**src/rtl/spi_sram_bridge.sv**
```systemverilog
// Byte-stream front end for the SPI side of the SRAM arbiter: byte address
// auto-increment, write FIFO, read word buffer. Optional SPI_SRAM_PREFETCH_EN.
//
// state   | meaning
// SYNC    | align spi_req to spi_ack after reset
// IDLE    | no request outstanding; issue write/read when needed
// WR_WAIT | write outstanding, waiting for ack match
// RD_WAIT | read outstanding, waiting for ack match
// RD_DATA | counting READ_LAT edges before sampling the read word
module spi_sram_bridge #(
    parameter int WR_FIFO_DEPTH = 4,
    parameter int READ_LAT      = 4
) (
    input  logic        clk200,
    input  logic        reset_n,
    input  logic        cmd_start,
    input  logic        cmd_read,
    input  logic [19:0] cmd_address,
    input  logic        wr_valid,
    input  logic [7:0]  wr_data,
    output logic        wr_full,
    output logic        rd_valid,
    output logic [7:0]  rd_data,
    input  logic        rd_req,
    output logic        busy,
    output logic        spi_req,
    input  logic        spi_ack,
    output logic        spi_read,
    output logic [18:0] spi_address,
    output logic        spi_ub,
    output logic [7:0]  spi_out_sram_in,
    input  logic [15:0] spi_in_sram_out
);
    localparam int AW = $clog2(WR_FIFO_DEPTH);
    localparam int LW = $clog2(READ_LAT + 1);

    typedef enum logic [2:0] {SYNC, IDLE, WR_WAIT, RD_WAIT, RD_DATA} state_t;
    state_t state, state_nx;

    logic [27:0]   fifo_mem [WR_FIFO_DEPTH];
    logic [AW-1:0] wr_idx, rd_idx;
    logic [AW:0]   fifo_cnt;
    logic [27:0]   fifo_head;
    logic          fifo_empty, push, pop, consume, pf_hit, ack_match;
    logic [19:0]   ptr;
    logic          mode_rd;
    logic          buf_vld;
    logic [18:0]   buf_tag;
    logic [15:0]   buf_word;
    logic          gen, req_gen;
    logic [LW-1:0] lat_cnt;
    logic          issue_wr, issue_rd, issue_ub, lat_load, sample;
    logic [18:0]   issue_word;

    assign fifo_empty = (fifo_cnt == '0);
    assign wr_full    = (fifo_cnt == (AW+1)'(WR_FIFO_DEPTH));
    assign fifo_head  = fifo_mem[rd_idx];
    assign push       = wr_valid & ~mode_rd & ~wr_full;
    assign ack_match  = (spi_ack == spi_req);
    assign rd_valid   = buf_vld & (buf_tag == ptr[19:1]);
    assign rd_data    = ptr[0] ? buf_word[7:0] : buf_word[15:8];
    assign consume    = rd_req & rd_valid;
    assign busy       = ~fifo_empty | (state == WR_WAIT) | (state == RD_WAIT) | (state == RD_DATA);

`ifdef SPI_SRAM_PREFETCH_EN
    assign pf_hit = mode_rd & consume & ptr[0] & ~cmd_start;
`else
    assign pf_hit = 1'b0;
`endif

    always_comb begin
        state_nx   = state;
        issue_wr   = 1'b0;
        issue_rd   = 1'b0;
        issue_word = ptr[19:1];
        issue_ub   = ~ptr[0];
        pop        = 1'b0;
        lat_load   = 1'b0;
        sample     = 1'b0;
        case (state)
            SYNC: state_nx = IDLE;
            IDLE: begin
                if (!fifo_empty) begin
                    issue_wr = 1'b1;
                    state_nx = WR_WAIT;
                end else if (pf_hit) begin
                    issue_rd   = 1'b1;
                    issue_word = ptr[19:1] + 19'd1;
                    issue_ub   = 1'b1;
                    state_nx   = RD_WAIT;
                end else if (mode_rd && !rd_valid) begin
                    issue_rd = 1'b1;
                    state_nx = RD_WAIT;
                end
            end
            WR_WAIT: if (ack_match) begin
                pop      = 1'b1;
                state_nx = IDLE;
            end
            RD_WAIT: if (ack_match) begin
                lat_load = 1'b1;
                state_nx = RD_DATA;
            end
            RD_DATA: if (lat_cnt == '0) begin
                sample   = 1'b1;
                state_nx = IDLE;
            end
            default: state_nx = SYNC;
        endcase
    end

    always_ff @(posedge clk200 or negedge reset_n) begin
        if (!reset_n) state <= SYNC;
        else          state <= state_nx;
    end

    always_ff @(posedge clk200) begin
        if (push) fifo_mem[wr_idx] <= {ptr, wr_data};
    end

    always_ff @(posedge clk200 or negedge reset_n) begin
        if (!reset_n) begin
            spi_req         <= 1'b0;
            spi_read        <= 1'b1;
            spi_address     <= '0;
            spi_ub          <= 1'b0;
            spi_out_sram_in <= '0;
            wr_idx          <= '0;
            rd_idx          <= '0;
            fifo_cnt        <= '0;
            ptr             <= '0;
            mode_rd         <= 1'b0;
            buf_vld         <= 1'b0;
            buf_tag         <= '0;
            buf_word        <= '0;
            gen             <= 1'b0;
            req_gen         <= 1'b0;
            lat_cnt         <= '0;
        end else begin
            if (state == SYNC) spi_req <= spi_ack;
            if (issue_wr) begin
                spi_read        <= 1'b0;
                spi_address     <= fifo_head[27:9];
                spi_ub          <= ~fifo_head[8];
                spi_out_sram_in <= fifo_head[7:0];
                spi_req         <= ~spi_req;
            end
            if (issue_rd) begin
                spi_read    <= 1'b1;
                spi_address <= issue_word;
                spi_ub      <= issue_ub;
                spi_req     <= ~spi_req;
                req_gen     <= gen;
            end
            if (push) wr_idx <= wr_idx + 1'b1;
            if (pop)  rd_idx <= rd_idx + 1'b1;
            if (push && !pop)      fifo_cnt <= fifo_cnt + 1'b1;
            else if (pop && !push) fifo_cnt <= fifo_cnt - 1'b1;
            if (lat_load)
                lat_cnt <= LW'(READ_LAT - 1);
            else if (state == RD_DATA && lat_cnt != '0)
                lat_cnt <= lat_cnt - 1'b1;
            // Data from a request issued before the latest cmd_start is stale.
            if (sample && req_gen == gen) begin
                buf_vld  <= 1'b1;
                buf_tag  <= spi_address;
                buf_word <= spi_in_sram_out;
            end
            if (push || consume) ptr <= ptr + 20'd1;
            if (cmd_start) begin
                ptr     <= cmd_address;
                mode_rd <= cmd_read;
                buf_vld <= 1'b0;
                gen     <= ~gen;
            end
        end
    end
endmodule
```
**config.mk**
```make
export PLATFORM = sky130hd
export DESIGN_NAME = spi_sram_bridge
export DESIGN_NICKNAME = d
export VERILOG_FILES = /design/src/rtl/spi_sram_bridge.sv
export SDC_FILE = /design/constraint.sdc
export NUM_CORES = 1
export LEC_CHECK = 0
export ABC_AREA = 1
export BUFFER_PORTS_ARGS = -buffer_cell sky130_fd_sc_hd__buf_2
export CAP_MARGIN = 5
export CORE_MARGIN = 5
export CORE_UTILIZATION = 45
export CTS_CLUSTER_SIZE = 12
export DETAILED_ROUTE_END_ITERATION = 7
export PLACE_DENSITY = 0.74
export REMOVE_ABC_BUFFERS = 1
export SLEW_MARGIN = 25
export SYNTH_ARGS = -nofsm -noshare
export SYNTH_HDL_FRONTEND = slang
export SYNTH_SLANG_ARGS = --single-unit
```
**constraint.sdc**
```tcl
create_clock -name clk200 -period 2.6 [get_ports clk200]
set_input_delay 0.26 -clock clk200 [delete_from_list [all_inputs] [get_ports clk200]]
set_output_delay 0.26 -clock clk200 [all_outputs]
set_load 0.01 [all_outputs]
```
==> run summary <==
## Critical path
* **critical path launch point type** flip-flop
* **Max FO, Critical Path** 12
* **data arrival at the endpoint of the critical path** 2.05 ns
* **Critical Path RT** 2.34 ns
* **type of element capturing the critical path** output pin
* **type of the setup path with the least slack** flip-flop to output pin

## Timing
* **slew of the pin with the lowest slew margin** 0.586 ns
* **setup repair after global routing missed its margin** false
* **worst-case clock skew** 0.0145 ns
* **relative slew slack** 0.608
* **clock period minus worst slack** 2.31 ns
* **number of hold-slack violations in the final timing report** 0
* **Worst Hold Margin** 0.0762 ns
* **Peak Freq** 432 MHz
* **max-slew violation total from the final report** 0
* **Tcrit/Tclk final** 0.890
* **final setup violation count** 0

## Finish
* **post-route cell area** 11200 um^2
* **synthesis-to-finish area growth** 18.5%
* **n_diodes** 0
* **fraction of layout cells with a size suffix above 1** 0.162
* **most common cell after layout, fill and taps aside** sky130_fd_sc_hd__nand2_1
* **number of nets at the end of the flow** 1163
* **utilization after layout** 0.539
* **most frequent cells in the layout** sky130_fd_sc_hd__nand2_1 (291), sky130_fd_sc_hd__nor2_1 (114), sky130_fd_sc_hd__edfxtp_1 (112)
* **count of fill cells added during filler insertion** 1801

## Global routing
* **Total Routing Usage GR** 0.200
* **Congestion Overflow GR** 0
* **largest net degree at the start of global routing** 59
* **initial antenna violation count** 0
* **first-pass GRT wire length** 38300 um
* **number of global-route vias before repair** 7205

## Logic synthesis
* **cell taking the most area after synthesis** sky130_fd_sc_hd__edfxtp_1
* **Post-synth EDFFs** 112
* **flops & latches, synth** 214
* **Post-synth ARST share** 0.477
* **summed instance area of the synthesized netlist** 9490 um^2
* **Yosys warnings** 0
* **fraction of post-synthesis cell area in the top cell type by area** 0.354
* **leading cell types by total area after synthesis** sky130_fd_sc_hd__edfxtp_1 (35%), sky130_fd_sc_hd__dfrtp_1 (27%), sky130_fd_sc_hd__nand2_1 (12%), sky130_fd_sc_hd__nor2_1 (4.7%), sky130_fd_sc_hd__o21ai_0 (4.3%)
* **dominant synthesized flop cell** sky130_fd_sc_hd__edfxtp_1
* **Distinct cells, synth** 39
* **Syn Area/Cell** 9.70 um^2
* **portion of the post-synthesis area used by sequential elements** 0.623
* **gate count of the mapped netlist** 979

## Clock network
* **number of clock sinks** 214
* **clock transition at the registers of the reported paths** 0.06 ns
* **maximum number of buffers from clock root to sink** 3
* **# Post-CTS Setup Buffers** 0
* **TritonCTS buffer count** 23
* **Clock Root Buffer** sky130_fd_sc_hd__clkbuf_16
* **clk_lat worst skew** 0.51 ns
* **clock tree from TritonCTS** done
* **level count of the clock H-tree** 1

## Detailed routing
* **via density per instance** 5.22
* **routed wire length** 24000 um
* **drt pass-1 iters** 5
* **final routed wire length divided by cell count** 17.2 um
* **final antenna-violating net count** 0
* **initial drt markers** 695
* **number of vias after detailed routing** 7283
* **number of design rule violations left after detail routing** 0

## Hold path
* **HP Class** input pin to flip-flop

## Floorplanning
* **die span in x** 155 um
* **standard-cell rows** 53
* **core area** 20900 um^2
* **starting utilization of the core area** 0.454
* **overall die height** 155 um
* **IO Count** 92
* **full die area** 24100 um^2

## Place
* **DPL Wire Length** 15200 um
* **instance area at placement** 10300 um^2
* **gpl congestion** 0.869
* **count of buffers from port buffering** 91

## Run status
* **status** finished clean

## Power and ir drop
* **highest ir drop seen on vdd** 0.580 mV
* **final total power** 0.0116 W
* **static power due to leakage** 4.84 nW
* **power per standard cell area** 1040 nW/um^2

## Flow run
* **number of violations of the max-capacitance limit** 0

## worst paths after layout
| kind | start | depth (start not counted) | slack (ns) | end |
|---|---|---|---|---|
| setup / recovery | ptr[10] | 9 | 0.29 | rd_valid |
| hold / removal | cmd_address[17] | 5 | 0.08 | ptr[17] |
| setup reg to reg | fifo_cnt[0] | 8 | 0.47 | fifo_cnt[2] |
| hold reg to reg | buf_word[1] | 2 | 0.47 | buf_word[1] |
| max in group asynchronous | reset_n | 3 | 1.64 | spi_address[4] |
| min in group asynchronous | reset_n | 2 | 0.27 | spi_out_sram_in[0] |
## logic make-up (layout without fill, tap and decap cells)
family | count (synthesis) | after routing | share of synthesized area
AO/OA/AOI/OAI | 162 | 162 | 0.0975
XOR/XNOR | 17 | 17 | 0.0157
adder cells (fa/ha/maj) | 9 | 9 | 0.0127
buffers and inverters | 122 | 262 | 0.0554
flip-flops | 214 | 214 | 0.623
multiplexers | 1 | 1 | 0.00119
AND/OR/NAND/NOR | 454 | 454 | 0.194
## worst max-delay path, stage by stage, from the launching register on
cell                      delay (ns)
sky130_fd_sc_hd__dfrtp_1        0.58
sky130_fd_sc_hd__inv_1          0.11
sky130_fd_sc_hd__nand2_1        0.08
sky130_fd_sc_hd__o21ai_0        0.08
sky130_fd_sc_hd__nor2_1         0.12
sky130_fd_sc_hd__nand2_1        0.07
sky130_fd_sc_hd__nor2_1         0.10
sky130_fd_sc_hd__nand3_2        0.14
sky130_fd_sc_hd__inv_2          0.14
sky130_fd_sc_hd__buf_2          0.15
## synthesized netlist by cell type, types with 2 or more instances
library cell               count
sky130_fd_sc_hd__nand2_1     291
sky130_fd_sc_hd__nor2_1      118
sky130_fd_sc_hd__edfxtp_1    112
sky130_fd_sc_hd__dfrtp_1     101
sky130_fd_sc_hd__o21ai_0      81
sky130_fd_sc_hd__inv_1        70
sky130_fd_sc_hd__a21oi_1      40
sky130_fd_sc_hd__clkbuf_1     20
sky130_fd_sc_hd__nand3_1      20
sky130_fd_sc_hd__a221oi_1     19
sky130_fd_sc_hd__xor2_1       15
sky130_fd_sc_hd__a31oi_1      10
sky130_fd_sc_hd__inv_2        10
sky130_fd_sc_hd__buf_2         8
sky130_fd_sc_hd__ha_1          8
sky130_fd_sc_hd__buf_6         7
sky130_fd_sc_hd__nand4_1       6
sky130_fd_sc_hd__o21ai_2       5
sky130_fd_sc_hd__buf_1         4
sky130_fd_sc_hd__nor2_2        4
sky130_fd_sc_hd__nor3_2        4
sky130_fd_sc_hd__nor3_1        3
sky130_fd_sc_hd__o21ai_1       3
sky130_fd_sc_hd__nand2_4       2
sky130_fd_sc_hd__nand3_2       2
sky130_fd_sc_hd__nor2_4        2
sky130_fd_sc_hd__xnor2_1       2
## stage by stage
stage	setup slack [ns]	instances	setup TNS [ns]
floorplan	-0.0325	938	-3.64
global placement	0.535	1327	0
finish	0.287	1394	0
detailed placement	0.481	1327	0
CTS	0.286	1394	0
global route	0.0780	1394	0
## final cells by class
cell class / count / area [um^2] / area share
Clock inverter: 6 / 27.5 / 0.00245
Tap cell: 275 / 344 / 0.0306
Clock buffer: 35 / 651 / 0.0578
Sequential cell: 214 / 5920 / 0.526
Multi-Input combinational cell: 643 / 3070 / 0.272
Inverter: 81 / 304 / 0.0270
Timing Repair Buffer: 140 / 941 / 0.0836
## sequential cells by signal (all words and copies together), names as in the netlist
register and flops:
buf_vld 1, wr_idx 2, mode_rd 1, fifo_cnt 3, spi_out_sram_in 8, req_gen 1, gen 1, spi_req 1
lat_cnt 3, spi_read 1, spi_address 19, buf_word 16, ptr 20, buf_tag 19, fifo_mem 112, state 3
spi_ub 1, rd_idx 2
## per-layer routing
layer | track usage | part of all wire
met1 | 0.266 | 0.41
met5 | 0 | 0
met4 | 0.0834 | 0.037
met2 | 0.323 | 0.47
met3 | 0.0401 | 0.087
## report_power, final
part | switching [W] | total, W | internal, W | leakage (nW)
Sequential | 0.000541 | 0.00498 | 0.00444 | 2.24
Clock | 0.00126 | 0.00297 | 0.00172 | 0.333
Combinational | 0.00243 | 0.00369 | 0.00126 | 2.27
## what timing repair did
item | in CTS | in global routing
hold endpoints to repair | 79 | 0
gates resized for setup | 0 | 0
hold buffers | 26 | 0
(Power assumes the default switching activity.)
